==> config.mk <==
export PLATFORM = sky130hd
export DESIGN_NAME = id_alu_decode
export DESIGN_NICKNAME = d
export VERILOG_FILES = /design/src/rtl/id_alu_decode.sv
export SDC_FILE = /design/constraint.sdc
export NUM_CORES = 1
export LEC_CHECK = 0
export CORE_UTILIZATION = 40
export DETAILED_ROUTE_END_ITERATION = 7
export GPL_TIMING_DRIVEN = 0
export PLACE_DENSITY = 0.73
export SYNTH_ARGS = -nofsm -noshare
export SYNTH_HDL_FRONTEND = slang
export SYNTH_SLANG_ARGS = --single-unit
==> constraint.sdc <==
create_clock -name clk -period 2.06 [get_ports clk]
set_clock_uncertainty 0.15 [all_clocks]
set_input_delay 0.412 -clock clk [delete_from_list [all_inputs] [get_ports clk]]
set_output_delay 0.412 -clock clk [all_outputs]
set_load 0.01 [all_outputs]
==> src/rtl/id_alu_decode.sv <==
// Registered ID-stage decoder: MIPS instruction -> EX-stage ALU op and operand controls,
// behind a main/skid register pair. Optional reserved-instruction flag: ID_DECODE_RI_EN.
module id_alu_decode (
   input  logic        clk,
   input  logic        resetn,
   input  logic        flush,
   input  logic        id_valid,
   output logic        id_ready,
   input  logic [31:0] id_instr,
   output logic        ex_valid,
   input  logic        ex_ready,
   output logic [4:0]  ex_alu_op,
   output logic [4:0]  ex_shamt,
   output logic [31:0] ex_imm,
   output logic        ex_use_imm,
   output logic        ex_ovf_en,
   output logic [4:0]  ex_rs,
   output logic [4:0]  ex_rt,
   output logic [4:0]  ex_dest,
   output logic        ex_reg_we
`ifdef ID_DECODE_RI_EN
   ,output logic       ex_ri
`endif
);

   localparam logic [4:0] OP_ADD  = 5'b00000;
   localparam logic [4:0] OP_SUB  = 5'b00001;
   localparam logic [4:0] OP_OR   = 5'b00010;
   localparam logic [4:0] OP_NOR  = 5'b00011;
   localparam logic [4:0] OP_XOR  = 5'b00100;
   localparam logic [4:0] OP_AND  = 5'b00101;
   localparam logic [4:0] OP_LUI  = 5'b00110;
   localparam logic [4:0] OP_SLL  = 5'b00111;
   localparam logic [4:0] OP_SRL  = 5'b01000;
   localparam logic [4:0] OP_SRA  = 5'b01001;
   localparam logic [4:0] OP_SLLV = 5'b01010;
   localparam logic [4:0] OP_SRLV = 5'b01011;
   localparam logic [4:0] OP_SRAV = 5'b01100;
   localparam logic [4:0] OP_SLT  = 5'b01101;
   localparam logic [4:0] OP_SLTU = 5'b01110;

   typedef struct packed {
      logic [4:0]  alu_op;
      logic [4:0]  shamt;
      logic [31:0] imm;
      logic        use_imm;
      logic        ovf_en;
      logic [4:0]  rs;
      logic [4:0]  rt;
      logic [4:0]  dest;
      logic        reg_we;
`ifdef ID_DECODE_RI_EN
      logic        ri;
`endif
   } bundle_t;

   logic [5:0]  w_opcode;
   logic [5:0]  w_funct;
   logic [4:0]  w_rs;
   logic [4:0]  w_rt;
   logic [4:0]  w_rd;
   logic [4:0]  w_shamt;
   logic [15:0] w_imm16;

   assign w_opcode = id_instr[31:26];
   assign w_rs     = id_instr[25:21];
   assign w_rt     = id_instr[20:16];
   assign w_rd     = id_instr[15:11];
   assign w_shamt  = id_instr[10:6];
   assign w_funct  = id_instr[5:0];
   assign w_imm16  = id_instr[15:0];

   logic        w_known;
   logic [4:0]  w_alu_op;
   logic        w_ovf;
   logic        w_use_imm;
   logic        w_zext;
   logic        w_we;
   logic [4:0]  w_dest;

   always_comb begin
      w_known   = 1'b1;
      w_alu_op  = OP_ADD;
      w_ovf     = 1'b0;
      w_use_imm = 1'b0;
      w_zext    = 1'b0;
      w_we      = 1'b1;
      w_dest    = w_rd;
      if (w_opcode == 6'b000000) begin
         case (w_funct)
            6'b100000: begin w_alu_op = OP_ADD; w_ovf = 1'b1; end
            6'b100001: w_alu_op = OP_ADD;
            6'b100010: begin w_alu_op = OP_SUB; w_ovf = 1'b1; end
            6'b100011: w_alu_op = OP_SUB;
            6'b100100: w_alu_op = OP_AND;
            6'b100101: w_alu_op = OP_OR;
            6'b100110: w_alu_op = OP_XOR;
            6'b100111: w_alu_op = OP_NOR;
            6'b101010: w_alu_op = OP_SLT;
            6'b101011: w_alu_op = OP_SLTU;
            6'b000000: w_alu_op = OP_SLL;
            6'b000010: w_alu_op = OP_SRL;
            6'b000011: w_alu_op = OP_SRA;
            6'b000100: w_alu_op = OP_SLLV;
            6'b000110: w_alu_op = OP_SRLV;
            6'b000111: w_alu_op = OP_SRAV;
            default:   w_known  = 1'b0;
         endcase
      end else begin
         w_use_imm = 1'b1;
         w_dest    = w_rt;
         case (w_opcode)
            6'b001000: begin w_alu_op = OP_ADD; w_ovf = 1'b1; end
            6'b001001: w_alu_op = OP_ADD;
            6'b001010: w_alu_op = OP_SLT;
            6'b001011: w_alu_op = OP_SLTU;
            6'b001100: begin w_alu_op = OP_AND; w_zext = 1'b1; end
            6'b001101: begin w_alu_op = OP_OR;  w_zext = 1'b1; end
            6'b001110: begin w_alu_op = OP_XOR; w_zext = 1'b1; end
            6'b001111: begin w_alu_op = OP_LUI; w_zext = 1'b1; end
            6'b100011: w_alu_op = OP_ADD;
            6'b101011: begin w_alu_op = OP_ADD; w_we = 1'b0; end
            default:   w_known  = 1'b0;
         endcase
      end
   end

   // Undecodable words become an inert bundle (no write, no trap, rt path, dest 0).
   bundle_t w_dec;

   always_comb begin
      w_dec       = '0;
      w_dec.rs    = w_rs;
      w_dec.rt    = w_rt;
      w_dec.shamt = w_shamt;
      if (w_known) begin
         w_dec.alu_op  = w_alu_op;
         w_dec.ovf_en  = w_ovf;
         w_dec.use_imm = w_use_imm;
         w_dec.dest    = w_dest;
         w_dec.imm     = w_zext ? {16'b0, w_imm16} : {{16{w_imm16[15]}}, w_imm16};
         w_dec.reg_we  = w_we && (w_dest != 5'd0);
      end else begin
`ifdef ID_DECODE_RI_EN
         w_dec.ri = 1'b1;
`endif
      end
   end

   // Handshake: a word transfers on a rising edge where valid && ready are both high;
   // valid never depends on ready, and a held bundle stays stable until it transfers.
   bundle_t r_m;
   bundle_t r_s;
   logic    r_m_valid;
   logic    r_s_valid;
   logic    w_accept;
   logic    w_m_free;

   assign w_accept = id_valid && !r_s_valid;
   assign w_m_free = !r_m_valid || ex_ready;

   always_ff @(posedge clk or negedge resetn) begin
      if (!resetn) begin
         r_m       <= '0;
         r_s       <= '0;
         r_m_valid <= 1'b0;
         r_s_valid <= 1'b0;
      end else if (flush) begin
         r_m_valid <= 1'b0;
         r_s_valid <= 1'b0;
      end else if (w_m_free) begin
         if (r_s_valid) begin
            r_m       <= r_s;
            r_m_valid <= 1'b1;
            r_s_valid <= 1'b0;
         end else if (w_accept) begin
            r_m       <= w_dec;
            r_m_valid <= 1'b1;
         end else begin
            r_m_valid <= 1'b0;
         end
      end else if (w_accept) begin
         r_s       <= w_dec;
         r_s_valid <= 1'b1;
      end
   end

   assign id_ready   = !r_s_valid;
   assign ex_valid   = r_m_valid;
   assign ex_alu_op  = r_m.alu_op;
   assign ex_shamt   = r_m.shamt;
   assign ex_imm     = r_m.imm;
   assign ex_use_imm = r_m.use_imm;
   assign ex_ovf_en  = r_m.ovf_en;
   assign ex_rs      = r_m.rs;
   assign ex_rt      = r_m.rt;
   assign ex_dest    = r_m.dest;
   assign ex_reg_we  = r_m.reg_we;
`ifdef ID_DECODE_RI_EN
   assign ex_ri      = r_m.ri;
`endif

endmodule
==> run summary, run 1 <==
Synthesis produced a netlist with a net count of 487. In the global route stage, met3 resource usage came out at 3.86%. STA classifies the critical path endpoint as a flip-flop. After filler insertion, the fill cell instance count of the layout stands at 913. The tools report the number of remaining DRC errors as 0. The quantity of I/O buffers inserted on ports works out to 90. The worst hold path begins at flush. In this run the power density over the cells is 745 nW/um^2. At the pin with the least slew margin, the transition time is 0.778 ns. A synthesized cell averages 9.60 um^2.

The logs give 3803 for the overall via count from detail_route and 11700 um for the total wirelength of the detailed-routed design. The die covers 11200 um^2. The clock latency on the worst-skew pair is 0.36 ns, and the per-cell via count in the routed design is 5.39. Sequential cell area fraction in the yosys report: 52.2%. The wire length of the first global-routing pass was 18700 um. For this run, the detailed router's first-pass iteration total came to 5.

The height of the die is 106 um, and the count of nets left with antenna violations after detail routing is 0. Clock tree synthesis inserted a total of 9 buffers. Walking the worst path, the cells encountered are nor2b_4 -> nor3_4 -> nand2_2 -> a2111o_1 -> buf_4 -> o22ai_1. For this design, the slowest cell found on the critical path is a2111o_1. The initial utilization of the core area, before any placement, comes to 41.5%. Global routing finished with a remaining overflow of 0. The post-route netlist has 19.5% of its cells at a drive strength greater than 1. For flop-to-flop paths, the worst setup slack is 0.03 ns. The tree is rooted in a clkbuf_8.

Pin placement for this block handled 99 I/O pins. The routability-driven placement congestion ratio was 0.810; the maximum fanout along the worst path was 5. For this run, global-route usage on met1 was measured as 28.5%.

The met2 layer usage reported by global route was 35.6%; the minimum period implied by the final worst setup slack was 2.03 ns. The combined global-route utilization of all metal layers is 21.4%, and the static leakage power is 2.61 nW. Synthesis instantiated 49 different standard cells from the library. IR analysis of the VDD net gives a maximum drop of 0.000373 V. Data arrives at the worst endpoint at 2.16 ns. The number of antenna violations at the first check in global routing was 0; the top achievable clock speed was 493 MHz. The final critical path takes up 98.5% of the cycle.

Setup repair after global routing could not meet its margin everywhere. The tools report the number of setup violations in the final report as 0. For the maximum clock insertion buffer count, the log shows 2. Number of maximum-capacitance violations: 0.

The global routing stage identified its most utilized layer as met2. Dividing the detail-routed wire length by the instance count gives 16.6 um. The class of the most critical hold timing path is primary input to flip-flop.

The critical path is of the flip-flop to flip-flop type. The number of global-route vias before repair came out at 3716. The final layout net count was 602. Data on the critical path is required at its endpoint by 2.19 ns. The max-slew violation total from the final report was 0.

The tools report the worst setup path startpoint as ex_valid. The repair_antennas step left the layout with diodes totalling 0. The Yosys warning count came out at 0. In the synthesized netlist the dominant register cell turns out to be dfrtp_1. The final worst setup slack was 0.0307 ns. Timing analysis after detailed placement gives a worst setup slack of -0.745 ns. Counting flops and latches in the post-synthesis netlist gives 90. Synthesis handed over a netlist of 450 instances. The floorplan step defined a core boundary enclosing 10400 um^2. The run gives 8050 um as the HPWL after detailed placement. TritonCTS built the clock tree. Counting flops with a built-in enable in the synthesized netlist gives 0. The width of the chip is 106 um, and the worst relative slew slack is 48.2%. The run gives 37 as the number of placement rows.

The worst setup path is launched from a flip-flop. The final count of hold timing violations is 0. Summing every instance area after synthesis gives 4320 um^2.

The total power of the final layout is 4.40 mW. Entering global routing, the biggest net connects 70 pins. For the number of H-tree branching levels, the log shows 3. The run finished with clean final reports.

Number of sinks driven by the clock tree: 90. The share of synthesized flip-flops with an asynchronous set or reset is 100%, and the clock-pin slew reported for the worst setup and hold paths after clock tree synthesis is 0.09 ns. The critical path's largest stage delay is 0.52 ns.

Compared with the post-synthesis result, the final layout area differs by 36.8%. The startpoint identified for the worst register-to-register timing path is ex_valid. After the first detailed-routing iteration, the DRC count stood at 221.
## metal layers
metal | vias to the layer above | part of all wire [%]
li1 | 1775 | -
met1 | 1873 | 43
met2 | 143 | 49
met3 | 12 | 5.8
met4 | 0 | 1.5
met5 | - | 0
## layout make-up
cell class / instances / area, um^2 / area share (%)
Buffer: 47 / 313 / 5.30
Clock buffer: 10 / 128 / 2.16
Clock inverter: 6 / 47.5 / 0.805
Inverter: 19 / 71.3 / 1.21
Multi-Input combinational cell: 293 / 1890 / 32.1
Sequential cell: 90 / 2250 / 38.2
Tap cell: 136 / 170 / 2.88
Timing Repair Buffer: 105 / 1030 / 17.4
## Yosys cell counts, types with 2 or more instances
cell type | number | area share [%]
dfrtp_1 | 90 | 52
nand2_1 | 56 | 4.9
o21ai_0 | 52 | 6.0
a21oi_1 | 34 | 3.9
nor2_1 | 31 | 2.7
clkbuf_1 | 23 | 2.0
o22ai_1 | 22 | 3.2
mux2i_1 | 21 | 4.9
buf_4 | 19 | 3.3
inv_1 | 19 | 1.7
mux2_2 | 13 | 3.4
buf_2 | 5 | 0.58
nand2b_1 | 5 | 0.72
nor3_1 | 5 | 0.58
and3_1 | 4 | 0.58
o21ai_1 | 4 | 0.46
or3_1 | 4 | 0.58
a31oi_1 | 3 | 0.43
nor2b_1 | 3 | 0.43
o21a_1 | 3 | 0.52
a2111o_1 | 2 | 0.52
nand3_1 | 2 | 0.23
nand3b_1 | 2 | 0.35
o211ai_1 | 2 | 0.35
o31ai_1 | 2 | 0.35
## flip-flops by register name (all words and copies together) (netlist names), 4 cells and up
signal and cells:
ex_alu_op 4, ex_dest 5, ex_imm 17, ex_rs 5, ex_rt 5, ex_shamt 5, r_s 44
## power by group
| group | switching [mW] | total [mW] | internal, mW | leakage, nW |
|---|---|---|---|---|
| combinational | 0.519 | 1.13 | 0.613 | 1.38 |
| sequential | 0.142 | 2.16 | 2.02 | 1.15 |
| clock | 0.659 | 1.11 | 0.452 | 0.0877 |
| total | 1.32 | 4.40 | 3.08 | 2.61 |
## final timing paths
path / to / cells past startpoint
worst min register to register: r_s[55] / 2
min in group asynchronous: ex_rs[1] / 2
worst max-delay path: ex_imm[4] / 6
worst min-delay path: ex_valid / 2
max in group asynchronous: ex_imm[30] / 3
worst max register to register: ex_imm[4] / 6
## what timing repair did
item | in CTS | in global routing
hold buffers | 1 | 0
resized for setup | 42 | 39
hold endpoints to repair | 21 | 0
endpoints found under the setup margin | 91 | 65
pin swaps | 4 | 10
buffers inserted | 9 | 2
gates cloned | 1 | 1
## per-stage QoR
stage / hold WS, ns / setup TNS [ns] / cell area (um^2) / std cells / utilization [%]
after global placement: 0.301 / -296.89 / 5420 / 676 / 52.0
after CTS: 0.250 / 0 / 5740 / 704 / 55.1
after global routing: 0.244 / -0.301 / 5910 / 706 / 56.7
after detailed placement: 0.181 / -50.19 / 5440 / 677 / 52.2
after floorplan: -0.0336 / -2.50 / 4350 / 450 / -
final: 0.229 / 0 / 5910 / 706 / 56.7
## cell usage in the layout (no fill, tap or decap), types with 13 or more instances in the layout
| master | n |
|---|---|
| clkdlybuf4s50_1 | 67 |
| nor2_1 | 30 |
| o22ai_2 | 15 |
| mux2_2 | 13 |
| mux2i_1 | 21 |
| clkbuf_1 | 13 |
| inv_1 | 18 |
| dlygate4sd2_1 | 19 |
| nand2_1 | 55 |
| dfrtp_1 | 89 |
| a21oi_1 | 33 |
| o21ai_0 | 33 |
| o21ai_1 | 22 |
| buf_4 | 28 |
## worst max-delay path: cells and delay by family (launching register included)
kind | cells | cell delay [ns]
buf+inv | 1 | 0.22
compound gates | 2 | 0.66
flops | 1 | 0.40
simple gates | 3 | 0.51
## cells by family after synthesis
logic type	after synthesis	share of synthesized area, %
compound gates	134	17.8
buf+inv	67	7.79
flops	90	52.2
other cells	1	0.0868
mux	34	8.26
xor+xnor	1	0.203
simple gates	123	13.6
Note: power is estimated with default switching activity, not from simulation.
==> run 2: changes to the inputs <==
--- a/config.mk
+++ b/config.mk
@@ -6,6 +6,7 @@
 export NUM_CORES = 1
 export LEC_CHECK = 0
 export CORE_UTILIZATION = 40
+export CTS_CLUSTER_DIAMETER = 200
 export DETAILED_ROUTE_END_ITERATION = 7
 export GPL_TIMING_DRIVEN = 0
 export PLACE_DENSITY = 0.73
==> results of run 2 <==
Final layout, timing and power as in run 1 (identical DEF).
